## src/rtl/serial_adder.sv

```systemverilog
// Bit-serial unsigned adder: latches two WIDTH-bit operands plus carry-in, adds one
// bit per clock LSB-first through a registered carry, then holds {cout, sum} until taken.
module serial_adder #(
    parameter int WIDTH = 8
) (
    input  logic             clk,
    input  logic             rst_n,
    input  logic             in_valid,
    output logic             in_ready,
    input  logic [WIDTH-1:0] a,
    input  logic [WIDTH-1:0] b,
    input  logic             cin,
    output logic             out_valid,
    input  logic             out_ready,
    output logic [WIDTH-1:0] sum,
    output logic             cout,
    output logic             busy
);

    localparam int            CW   = $clog2(WIDTH) + 1;
    localparam logic [CW-1:0] LAST = CW'(WIDTH - 1);

    typedef enum logic [1:0] {
        IDLE,
        RUN,
        DONE
    } state_t;

    state_t           state_q, state_d;
    logic [WIDTH-1:0] a_sh_q, a_sh_d;
    logic [WIDTH-1:0] b_sh_q, b_sh_d;
    logic [WIDTH-1:0] sum_q, sum_d;
    logic [CW-1:0]    cnt_q, cnt_d;
    logic             carry_q, carry_d;
    logic             cout_q, cout_d;
    logic             a0, b0, s;

    assign a0 = a_sh_q[0];
    assign b0 = b_sh_q[0];
    assign s  = a0 ^ b0 ^ carry_q;

    always_comb begin
        // NOTE: every _d defaults to its _q so no path through the case leaves a
        // signal unassigned; without this the tool infers latches.
        state_d = state_q;
        a_sh_d  = a_sh_q;
        b_sh_d  = b_sh_q;
        sum_d   = sum_q;
        cnt_d   = cnt_q;
        carry_d = carry_q;
        cout_d  = cout_q;

        case (state_q)
            IDLE: begin
                if (in_valid) begin
                    a_sh_d  = a;
                    b_sh_d  = b;
                    carry_d = cin;
                    cnt_d   = '0;
                    state_d = RUN;
                end
            end
            RUN: begin
                carry_d = (a0 & b0) | (carry_q & (a0 ^ b0));
                // Written as shift-and-or so WIDTH=1 needs no special slice.
                sum_d   = (sum_q >> 1) | (WIDTH'(s) << (WIDTH - 1));
                a_sh_d  = a_sh_q >> 1;
                b_sh_d  = b_sh_q >> 1;
                cnt_d   = cnt_q + CW'(1);
                if (cnt_q == LAST) begin
                    cout_d  = carry_d;
                    state_d = DONE;
                end
            end
            DONE: begin
                if (out_ready) begin
                    state_d = IDLE;
                end
            end
            default: state_d = IDLE;
        endcase
    end

    // NOTE: sequential state uses non-blocking assignments so every flop samples
    // the pre-edge value of every other flop, independent of process ordering.
    always_ff @(posedge clk) begin
        if (!rst_n) begin
            state_q <= IDLE;
            a_sh_q  <= '0;
            b_sh_q  <= '0;
            sum_q   <= '0;
            cnt_q   <= '0;
            carry_q <= 1'b0;
            cout_q  <= 1'b0;
        end else begin
            state_q <= state_d;
            a_sh_q  <= a_sh_d;
            b_sh_q  <= b_sh_d;
            sum_q   <= sum_d;
            cnt_q   <= cnt_d;
            carry_q <= carry_d;
            cout_q  <= cout_d;
        end
    end

    assign in_ready  = (state_q == IDLE);
    assign out_valid = (state_q == DONE);
    assign busy      = (state_q != IDLE);
    assign sum       = sum_q;
    assign cout      = cout_q;

endmodule
```

## config.mk

```make
export PLATFORM = sky130hd
export DESIGN_NAME = serial_adder
export DESIGN_NICKNAME = d
export VERILOG_FILES = /design/src/rtl/serial_adder.sv
export SDC_FILE = /design/constraint.sdc
export NUM_CORES = 1
export LEC_CHECK = 0
export ABC_AREA = 0
export ABC_CLOCK_PERIOD_IN_PS = 1200
export CAP_MARGIN = 20
export CORE_ASPECT_RATIO = 1.5
export CORE_UTILIZATION = 43
export CTS_CLUSTER_SIZE = 14
export DETAILED_ROUTE_END_ITERATION = 10
export MAX_ROUTING_LAYER = met4
export PLACE_DENSITY = 0.8
export SYNTH_ARGS = -nofsm -noshare
export SYNTH_HDL_FRONTEND = slang
export SYNTH_SLANG_ARGS = --single-unit
```

## constraint.sdc

```tcl
create_clock -name clk -period 1.2 [get_ports clk]
set_input_delay 0.24 -clock clk [delete_from_list [all_inputs] [get_ports clk]]
set_output_delay 0.24 -clock clk [all_outputs]
set_load 0.1 [all_outputs]
```

==> metrics.md, run 1 <==
| Metric | Value |
|---|---|
| Fmax | `0.7459 GHz` |
| Placement Cell Area | `1926 µm²` |
| Unrepaired setup endpoints after global routing | `true` |
| TNS Setup | `-0.4431 ns` |
| Failing checks | `setup timing` |
| Antenna cells | `0` |
| Max Buffers Root-to-Sink | `2` |
| Hold Fails Final Rpt | `0` |
| Post-DR vias/cell | `5.679` |
| Cts hold-fix bufs | `0` |
| Fin crit period | `1.341 ns` |
| Pre-antenna DRT Iters | `4` |
| Detail Route Antenna Nets | `0` |
| Sequential area share after synthesis | `46.72%` |
| Net count, final | `229` |
| Clk pwr share | `40.8%` |
| Pleak | `0.8015 nW` |
| Syn Area/Cell | `8.311 µm²` |
| Status | `finished, violations left` |
| GP Congestion | `0.8610` |
| Grt ovf | `0` |
| Post-Synthesis Cells | `165` |
| Num CTS Buffers | `5` |
| Fill cells | `198` |
| Initial antenna violation count | `0` |
| Tightest Pin Transition | `0.4141 ns` |
| Ports | `33` |
| Hold Crit Class | `flop to flop` |
| Startpoint Class | `flop` |
| Sequential power share | `42.0%` |
| Core Region | `2973 µm²` |
| CTS tree | `yes` |
| First-pass GRT wire length | `5830 µm` |
| Die Span X | `48.11 µm` |
| Rows | `24` |
| Multi-input gate area | `758.2 µm²` |
| Slew Viols, Final | `0` |
| Final WS setup | `-0.1408 ns` |
| PortBufs | `32` |
| DRC violations left | `0` |
| Post-Route Skew | `0.006084 ns` |
| Global Route Usage Sum | `24.24%` |
| Data arrival, critical path | `1.10 ns` |
| CP Capture Type | `output pin` |
| Mapped cell area | `1371 µm²` |
| Slew HR | `72.37%` |
| Net Sw Frac | `25.56%` |
| Via Count | `1397` |
| Clock-pin transition on the worst setup and hold timing paths | `0.07 ns` |
| DIE HEIGHT | `71.17 µm` |
| Root Driver | `clkbuf_8` |
| Post-Route WL | `3729 µm` |
| Peak VDD IR | `0.001457 V` |
| Most frequent cells in the layout | `a21oi_1, nand2_1, clkdlybuf4s50_1` |
| Initial Util | `46.13%` |
| H-tree depth | `2` |
| Cell variety after synth | `30` |
| Final total power | `2.799 mW` |
| DP Wirelength | `2456 µm` |
| Hold slack | `0.4773 ns` |
| Vias in the first global route | `1385` |
| Design Area, Final | `2172 µm²` |
| Die ar. | `3424 µm²` |
| Synth Warn # | `0` |
| Syn-to-layout area delta | `58.39%` |
| Clock Latency Late Sink | `0.29 ns` |
| Final setup fails | `9` |
| Share of layout cells above drive strength 1 | `33.82%` |
| Largest net degree at the start of global routing | `17` |
| Tcrit/Tclk final | `111.7%` |
| Worst Path Class, Setup | `flop to output pin` |
| CTS sink count | `32` |
| P_sw | `0.7152 mW` |
| Critical path peak fanout | `4` |
| Max_cap viols | `0` |
| Required time of the critical path | `0.96 ns` |
| Pwr Density | `1288 nW/µm²` |
| Flip-flop and latch area | `661.9 µm²` |
| Initial DRC count | `42` |
| Comb power frac | `17.2%` |
| Syn_nets | `188` |
| DR WL/cell | `15.16 µm` |
| Int Pwr | `2.083 mW` |
| Register bit total from synthesis | `32` |
[layer usage]
layer | share of wire, % | vias to the layer above | track usage [%]
met5 | 0 | - | -
met4 | 2.8 | 0 | 8.642
li1 | - | 661 | -
met1 | 37 | 662 | 25.53
met3 | 5.1 | 12 | 6.888
met2 | 55 | 62 | 40.84
[final timing paths]
path                           start               endpoint  slack (ns)  cells past startpoint
max          state_q[1]$_SDFFE_PN0P_              out_valid       -0.14                      3
min              sum[1]$_SDFFE_PN0P_    sum[0]$_SDFFE_PN0P_        0.48                      2
max reg2reg  state_q[1]$_SDFFE_PN0P_  cnt_q[3]$_SDFFE_PN0P_       -0.03                      4
min reg2reg      sum[1]$_SDFFE_PN0P_    sum[0]$_SDFFE_PN0P_        0.48                      2
[cells in the mapped netlist]
library cell	instances	share of area [%]
buf_2	6	2.2
nand3_1	2	0.73
o32a_2	1	0.82
o21bai_1	1	0.55
buf_6	1	0.82
ha_1	1	0.91
nand4b_1	1	0.64
a32oi_1	2	1.3
clkinv_1	1	0.27
o21ba_2	1	0.73
nor3_1	1	0.36
nand2_1	22	6.0
and3_1	1	0.46
or3_1	1	0.46
clkbuf_1	5	1.4
o21ai_0	15	5.5
and2b_2	1	0.64
nand2b_1	2	0.91
inv_1	3	0.82
a31oi_1	1	0.46
a21oi_1	24	8.8
clkbuf_2	1	0.36
mux2i_1	2	1.5
fa_1	1	1.5
a22oi_1	1	0.55
o21a_1	1	0.55
nor2_1	19	5.2
o2bb2ai_1	12	7.7
o22ai_1	3	1.4
dfxtp_1	32	47
[worst max-delay path, stage by stage (launching register included)]
cell and delay, ns:
dfxtp_4 0.40, clkinv_4 0.08, nor2_4 0.13, buf_12 0.18
[final cells by class]
type                            instances  area share (%)
Timing Repair Buffer                   46           25.63
Sequential cell                        32           30.47
Clock inverter                          1           1.382
Multi-Input combinational cell        117           34.91
Tap cell                               39           2.247
Inverter                                4          0.9217
Clock buffer                            7           4.435
[per-stage QoR]
stage                     setup slack [ns]  util, %  std cells
final                              -0.1408    73.06        246
after global placement             -0.1652    64.77        234
after detailed placement           -0.2434    64.77        234
after floorplan                    -0.6634        -        165
after global routing               -0.1598    73.06        246
after CTS                          -0.1389    69.82        245
[sequential cells by signal, summed over array words and instances (netlist names)]
name     flops
a_sh_q       8
b_sh_q       8
sum          8
cnt_q        4
state_q      2
carry_q      1
cout         1
[timing repair]
action | 4_1_cts | 5_1_grt
pin swaps | 3 | 4
setup endpoints to repair | 3 | 24
buffers inserted | 4 | 0
gates cloned | 0 | 1
resized for setup | 5 | 27
[power by group through the flow]
stage | sequential [mW] | combinational [mW] | clock (mW)
after floorplan | 1.21 | 0.231 | 0
after global placement | 1.18 | 0.421 | 0
after detailed placement | 1.18 | 0.434 | 0
after CTS | 1.17 | 0.438 | 1.16
after global routing | 1.18 | 0.517 | 1.19
final | 1.17 | 0.481 | 1.14
[cells by family (layout without fill, tap and decap cells)]
| family | after synthesis | after routing | share of synthesized area, % |
|---|---|---|---|
| buffers and inverters | 17 | 58 | 5.839 |
| muxes | 2 | 2 | 1.460 |
| adders and majority gates | 2 | 2 | 2.372 |
| AOI/OAI and AO/OA | 62 | 63 | 28.19 |
| and+or+nand+nor | 50 | 50 | 15.42 |
| DFF | 32 | 32 | 46.72 |
Power figures use the tool's default switching activity.
==> run 2, diff against run 1 <==
--- a/config.mk
+++ b/config.mk
@@ -9,11 +9,12 @@
 export ABC_CLOCK_PERIOD_IN_PS = 1200
 export CAP_MARGIN = 20
 export CORE_ASPECT_RATIO = 1.5
-export CORE_UTILIZATION = 43
+export CORE_UTILIZATION = 40
 export CTS_CLUSTER_SIZE = 14
 export DETAILED_ROUTE_END_ITERATION = 10
+export HOLD_SLACK_MARGIN = 0.02
 export MAX_ROUTING_LAYER = met4
-export PLACE_DENSITY = 0.8
+export PLACE_DENSITY = 0.79
 export SYNTH_ARGS = -nofsm -noshare
 export SYNTH_HDL_FRONTEND = slang
 export SYNTH_SLANG_ARGS = --single-unit
==> run 2 against run 1 <==
Against the previous run: the flow still finishes with violations (setup timing); utilization down 6.8 points; largest cell class unchanged; total power fell by 13%; fmax decreased by 1.9%; sequential share of layout area up 0.46 points; final cell count increased by 2.0%; critical path type unchanged; clock power is 31% lower; highest routed layer unchanged; largest power group unchanged; wire length is 3.9% higher; hold slack better by 0.0036 ns.
==> metrics.md, run 2 (synthesis gave the netlist of run 1 again) <==
| Metric | Value |
|---|---|
| Most common cell after layout, fill and taps aside | `a21oi_1` |
| Via Count | `1389 (-0.57%)` |
| Reg2reg end | `a_sh_q[5]$_SDFFE_PN0P_` |
| DP Wirelength | `2555 µm (+4.0%)` |
| Bufs and invs on worst path | `3 (+1)` |
| Fin crit period | `1.367 ns (+0.02621 ns)` |
| Core Region | `3222 µm² (+8.4%)` |
| Largest net degree at the start of global routing | `16 (-1)` |
| Post-DR vias/cell | `5.534 (-2.6%)` |
| Fill cells | `255 (+29%)` |
| Slew Viols, Final | `0 (unchanged)` |
| Crit-path cells | `buf_12, nor2_4, inv_2, buf_12` |
| Dpl cells | `236 (+0.85%)` |
| Max Buffers Root-to-Sink | `2 (unchanged)` |
| Worst Path Class, Setup | `flop to output pin` |
| GP Congestion | `0.8511 (-1.1%)` |
| R2R cell count | `4 (unchanged)` |
| Placement Cell Area | `1934 µm² (+0.45%)` |
| Critical path peak fanout | `6 (+2)` |
| TNS Setup | `-0.6397 ns (-0.1966 ns)` |
| First-pass GRT wire length | `6127 µm (+5.1%)` |
| Status | `finished, violations left` |
| Critical Path Slowest Stage Cell | `dfxtp_4` |
| DIE HEIGHT | `73.71 µm (+3.6%)` |
| Num CTS Buffers | `5 (unchanged)` |
| Final WS setup | `-0.1670 ns (-0.02621 ns)` |
| Pleak | `0.8034 nW (+0.23%)` |
| Failing checks | `setup timing` |
| Share of layout cells above drive strength 1 | `30.81% (-3.0 points)` |
| Hold Fails Final Rpt | `0 (unchanged)` |
| DRC violations left | `0 (unchanged)` |
| Max_cap viols | `0 (unchanged)` |
| Data arrival, critical path | `1.13 ns (+0.03 ns)` |
| Ports | `33 (unchanged)` |
| Syn-to-layout area delta | `55.75%` |
| CTS tree | `yes` |
| Final setup fails | `13 (+4)` |
| Hold path cells | `2 (unchanged)` |
| Final cell utilization of the core | `66.29% (-6.8 points)` |
| Design Area, Final | `2136 µm² (-1.7%)` |
| Detail Route Antenna Nets | `0 (unchanged)` |
| Die Span X | `49.81 µm (+3.5%)` |
| CTS sink count | `32 (unchanged)` |
| Hold Startpoint | `sum[4]$_SDFFE_PN0P_` |
| PortBufs | `32 (unchanged)` |
| Vias in the first global route | `1386 (+0.072%)` |
| Required time of the critical path | `0.96 ns (about the same)` |
| Hold endpoint | `sum[4]$_SDFFE_PN0P_` |
| Post-Route WL | `3875 µm (+3.9%)` |
| Root Driver | `clkbuf_8` |
| RR Startpoint | `state_q[0]$_SDFFE_PN0P_` |
| Net count, final | `234 (+2.2%)` |
| Global Route Usage Sum | `23.82% (-0.42 points)` |
| Startpoint Class | `flop` |
| Peak VDD IR | `0.0008616 V (-41%)` |
| Place WS | `-0.2783 ns (-0.03492 ns)` |
| Final total power | `2.433 mW (-13%)` |
| Die ar. | `3671 µm² (+7.2%)` |
| Crit path top cell by count | `buf_12` |
| H-tree depth | `2 (unchanged)` |
| Pwr Density | `1139 nW/µm² (-12%)` |
| Slew HR | `67.35% (-5.0 points)` |
| Fmax | `0.7315 GHz (-1.9%)` |
| Initial antenna violation count | `0 (unchanged)` |
| Unrepaired setup endpoints after global routing | `true` |
| Tightest Pin Transition | `0.4891 ns (+0.07509 ns)` |
| DR WL/cell | `15.44 µm (+1.8%)` |
| Initial Util | `42.56% (-3.6 points)` |
| Antenna cells | `0 (unchanged)` |
| Clock Latency Late Sink | `0.29 ns (about the same)` |
| Hold Crit Class | `flop to flop` |
| Slowest stage delay, CP | `0.35 ns (-0.05 ns)` |
| Grt ovf | `0 (unchanged)` |
| Rows | `25 (+4.2%)` |
| Worst R2R Setup Slack | `-0.05 ns (-0.02 ns)` |
| Kind of cell adding the most delay to the critical path | `flip-flops` |
| Non-Filler Instances | `251 (+2.0%)` |
| Tcrit/Tclk final | `113.9% (+2.2 points)` |
| Post-Route Skew | `0.008107 ns (+0.002024 ns)` |
| Clock-pin transition on the worst setup and hold timing paths | `0.07 ns (about the same)` |
| Pre-antenna DRT Iters | `4 (unchanged)` |
| CP Capture Type | `output pin` |
| Most frequent cells in the layout | `a21oi_1, nand2_1, dfxtp_1` |
| Initial DRC count | `46 (+9.5%)` |
| Hold slack | `0.4809 ns (+0.003619 ns)` |
## run 2: cell count changes in the layout (fill, tap and decap cells not counted), moves of 3 or more
cell,previous run,this run
buf_4,11,15
o22ai_1,0,3
o21ai_0,8,3
o21ai_1,7,11
o22ai_2,3,0
## run 2: worst max path at each step
stage	depth (start not counted)	end	from	slack, ns
floorplan	4	busy	state_q[0]$_SDFFE_PN0P_	-0.66
global placement	4	a_sh_q[1]$_SDFFE_PN0P_	in_valid	-0.16
detailed placement	4	b_sh_q[2]$_SDFFE_PN0P_	in_valid	-0.28
CTS	4	busy	state_q[0]$_SDFFE_PN0P_	-0.20
global route	4	busy	state_q[0]$_SDFFE_PN0P_	-0.20
finish	4	busy	state_q[0]$_SDFFE_PN0P_	-0.17
## run 2: metal layers
layer	global-route usage (%)	vias to the layer above	part of all wire (%)
li1	-	672	-
met1	20.48	647	37
met2	45.05	55	55
met3	5.590	15	4.5
met4	15.24	0	3.7
met5	-	-	0
## run 2: worst min-delay path, cell delays in order, from the launching register on
cell	delay, ns
dfxtp_2	0.34
nand2_1	0.05
a21oi_1	0.05
## run 2: repair_timing
item	in CTS	in global routing
setup buffers	5	2
pin swaps	4	6
resized for setup	13	17
gates cloned	1	0
hold buffers	0	0
setup endpoints to repair	16	29
## run 2: where the power goes
part	internal [mW]	switching, mW	total (mW)
combinational	0.228	0.257	0.485
sequential	1.12	0.0438	1.17
clock	0.393	0.388	0.781
## run 2: final cells by class
type,count,area [µm²],area share (%)
timing repair buffer,51,605.6,28.35
multi-input combinational,117,721.9,33.80
clock buffer,6,72.57,3.398
tap,40,50.05,2.343
inverter,4,20.02,0.9373
clock inverter,1,5.005,0.2343
sequential,32,660.6,30.93
==> run 3, diff against run 2 <==
--- a/config.mk
+++ b/config.mk
@@ -8,13 +8,16 @@
 export ABC_AREA = 0
 export ABC_CLOCK_PERIOD_IN_PS = 1200
 export CAP_MARGIN = 20
+export CELL_PAD_IN_SITES_DETAIL_PLACEMENT = 1
+export CELL_PAD_IN_SITES_GLOBAL_PLACEMENT = 1
 export CORE_ASPECT_RATIO = 1.5
-export CORE_UTILIZATION = 40
+export CORE_UTILIZATION = 32
 export CTS_CLUSTER_SIZE = 14
 export DETAILED_ROUTE_END_ITERATION = 10
+export GPL_TIMING_DRIVEN = 1
 export HOLD_SLACK_MARGIN = 0.02
 export MAX_ROUTING_LAYER = met4
-export PLACE_DENSITY = 0.79
+export PLACE_DENSITY = 0.84
 export SYNTH_ARGS = -nofsm -noshare
 export SYNTH_HDL_FRONTEND = slang
 export SYNTH_SLANG_ARGS = --single-unit
==> run 3 against run 2 <==
Against the previous run: the flow still finishes with violations (setup timing); sequential share of layout area shrank 0.26 points; worst setup slack gained 0.046 ns; largest cell class unchanged; global-route usage shrank 4.5 points; via count shrank 0.65%; critical path depth shrank 1.
==> metrics.md, run 3 (synthesis gave the netlist of run 1 again) <==
| Metric | Value |
|---|---|
| Detail Route Antenna Nets | `0 (unchanged)` |
| Final cell utilization of the core | `53.57% (-13 points)` |
| Worst Path Class, Setup | `flop to output pin` |
| Clock-pin transition on the worst setup and hold timing paths | `0.07 ns (about the same)` |
| Clk pwr share | `36.6% (+4.5 points)` |
| Multi-input gate area | `713.2 µm² (-1.2%)` |
| Startpoint Class | `flop` |
| Ports | `33 (unchanged)` |
| Clock Latency Late Sink | `0.29 ns (about the same)` |
| PortBufs | `32 (unchanged)` |
| Hold path cells | `2 (unchanged)` |
| Failing checks | `setup timing` |
| Critical Path Slowest Stage Cell | `dfxtp_4` |
| Critical path peak fanout | `7 (+1)` |
| Dpl cells | `242 (+2.5%)` |
| Peak VDD IR | `0.0009431 V (+9.5%)` |
| Largest net degree at the start of global routing | `17 (+1)` |
| CTS sink count | `32 (unchanged)` |
| R2R cell count | `4 (unchanged)` |
| Syn-to-layout area delta | `57.39%` |
| Vias in the first global route | `1465 (+5.7%)` |
| Fill cells | `461 (+81%)` |
| Hold slack | `0.4798 ns (-0.001068 ns)` |
| Data arrival, critical path | `1.08 ns (-0.05 ns)` |
| Unrepaired setup endpoints after global routing | `true` |
| Grt ovf | `0 (unchanged)` |
| Hold Crit Class | `flop to flop` |
| Share of layout cells above drive strength 1 | `30.33% (-0.47 points)` |
| Hold Fails Final Rpt | `0 (unchanged)` |
| DIE HEIGHT | `82.18 µm (+11%)` |
| Sequential power share | `45.1% (-2.8 points)` |
| Post-Route Skew | `0.008066 ns (-0.00004186 ns)` |
| Global Route Usage Sum | `19.28% (-4.5 points)` |
| Post-Route WL | `3976 µm (+2.6%)` |
| Tcrit/Tclk final | `110.1% (-3.8 points)` |
| Post-DR vias/cell | `5.391 (-2.6%)` |
| DRC violations left | `0 (unchanged)` |
| Slowest stage delay, CP | `0.38 ns (+0.03 ns)` |
| Max_cap viols | `0 (unchanged)` |
| Net Sw Frac | `27.54% (-0.79 points)` |
| CTS tree | `yes` |
| H-tree depth | `2 (unchanged)` |
| Die ar. | `4557 µm² (+24%)` |
| Most common cell after layout, fill and taps aside | `a21oi_1` |
| Pleak | `0.8070 nW (+0.45%)` |
| Design Area, Final | `2158 µm² (+1.1%)` |
| Placement Cell Area | `1948 µm² (+0.71%)` |
| TNS Setup | `-0.3027 ns (+0.3370 ns)` |
| M1 WL | `1566 µm (+9.1%)` |
| Pwr Density | `1200 nW/µm² (+5.4%)` |
| Max Buffers Root-to-Sink | `2 (unchanged)` |
| Fmax | `0.7568 GHz (+3.4%)` |
| Fin crit period | `1.321 ns (-0.04553 ns)` |
| Required time of the critical path | `0.96 ns (about the same)` |
| Critical path depth | `3 (-1)` |
| GP Congestion | `0.7482 (-12%)` |
| Final setup fails | `4 (-9)` |
| Slew HR | `68.75% (+1.4 points)` |
| Int Pwr | `1.877 mW (+7.6%)` |
| Via Count | `1380 (-0.65%)` |
| Kind of cell adding the most delay to the critical path | `flip-flops` |
| Uppermost layer routed | `met4` |
| Core Region | `4029 µm² (+25%)` |
| Comb power frac | `18.3% (-1.6 points)` |
| Num CTS Buffers | `5 (unchanged)` |
| Initial Util | `34.04% (-8.5 points)` |
| DR WL/cell | `15.53 µm (+0.60%)` |
| Root Driver | `clkbuf_8` |
| Rows | `28 (+12%)` |
| Crit-path cells | `buf_8, nor2_4, buf_12` |
| Initial DRC count | `19 (-59%)` |
| Routed wl met3 | `130 µm (-25%)` |
| Status | `finished, violations left` |
| Bufs and invs on worst path | `2 (-1)` |
| P_sw | `0.7135 mW (+3.5%)` |
| DP Wirelength | `2672 µm (+4.6%)` |
| Antenna cells | `0 (unchanged)` |
| Slew Viols, Final | `0 (unchanged)` |
| Final total power | `2.590 mW (+6.5%)` |
| Place WS | `-0.2166 ns (+0.06169 ns)` |
| Non-Filler Instances | `256 (+2.0%)` |
| Initial antenna violation count | `0 (unchanged)` |
| Pre-antenna DRT Iters | `6 (+2)` |
| Die Span X | `55.45 µm (+11%)` |
| Net count, final | `233 (-0.43%)` |
| Final WS setup | `-0.1214 ns (+0.04553 ns)` |
| CP Capture Type | `output pin` |
| Flip-flop and latch area | `661.9 µm² (+0.19%)` |
| Tightest Pin Transition | `0.4683 ns (-0.02089 ns)` |
| First-pass GRT wire length | `6499 µm (+6.1%)` |
| Met2 WL | `2193 µm (+3.5%)` |
| Most frequent cells in the layout | `a21oi_1, nand2_1, dfxtp_1, clkdlybuf4s50_1, nor2_1` |
-- run 3: timing repair --
item                                   CTS  global route
resized for setup                        8            12
endpoints found under the hold margin    0             0
pin swaps                                3             2
gates cloned                             0             1
buffers inserted                         5             1
hold buffers                             0             0
setup endpoints to repair                3            28
-- run 3: path summary, 6_finish.rpt --
kind	startpoint	end	slack, ns
min	sum[0]$_SDFFE_PN0P_	sum[0]$_SDFFE_PN0P_	0.48
max	state_q[0]$_SDFFE_PN0P_	out_valid	-0.12
min reg2reg	sum[0]$_SDFFE_PN0P_	sum[0]$_SDFFE_PN0P_	0.48
max reg2reg	state_q[1]$_SDFFE_PN0P_	cnt_q[3]$_SDFFE_PN0P_	-0.03
-- run 3: cell type report --
class | count | area share [%]
Inverter | 4 | 1.275
Tap cell | 45 | 2.609
Sequential cell | 32 | 30.67
Clock inverter | 2 | 0.5797
Clock buffer | 6 | 4.348
Timing Repair Buffer | 50 | 27.48
Multi-Input combinational cell | 117 | 33.04
-- run 3: layer usage --
layer,GRT usage [%],vias to the layer above
met5,-,-
met4,9.750,0
met3,5.140,6
met2,36.39,35
met1,18.01,664
li1,-,675
-- run 3: power groups by stage --
stage	clock network (mW)	logic (mW)	registers, mW
CTS	0.972	0.459	1.16
finish	0.949	0.473	1.17
floorplan	0	0.231	1.21
detailed placement	0	0.447	1.18
global placement	0	0.437	1.18
global route	1.02	0.509	1.18
-- run 3: worst reg2reg max path, cell delays in order (launching register included) --
cell and delay, ns:
dfxtp_4 0.39, buf_4 0.16, nand2b_4 0.13, or3_1 0.34, a31oi_1 0.14
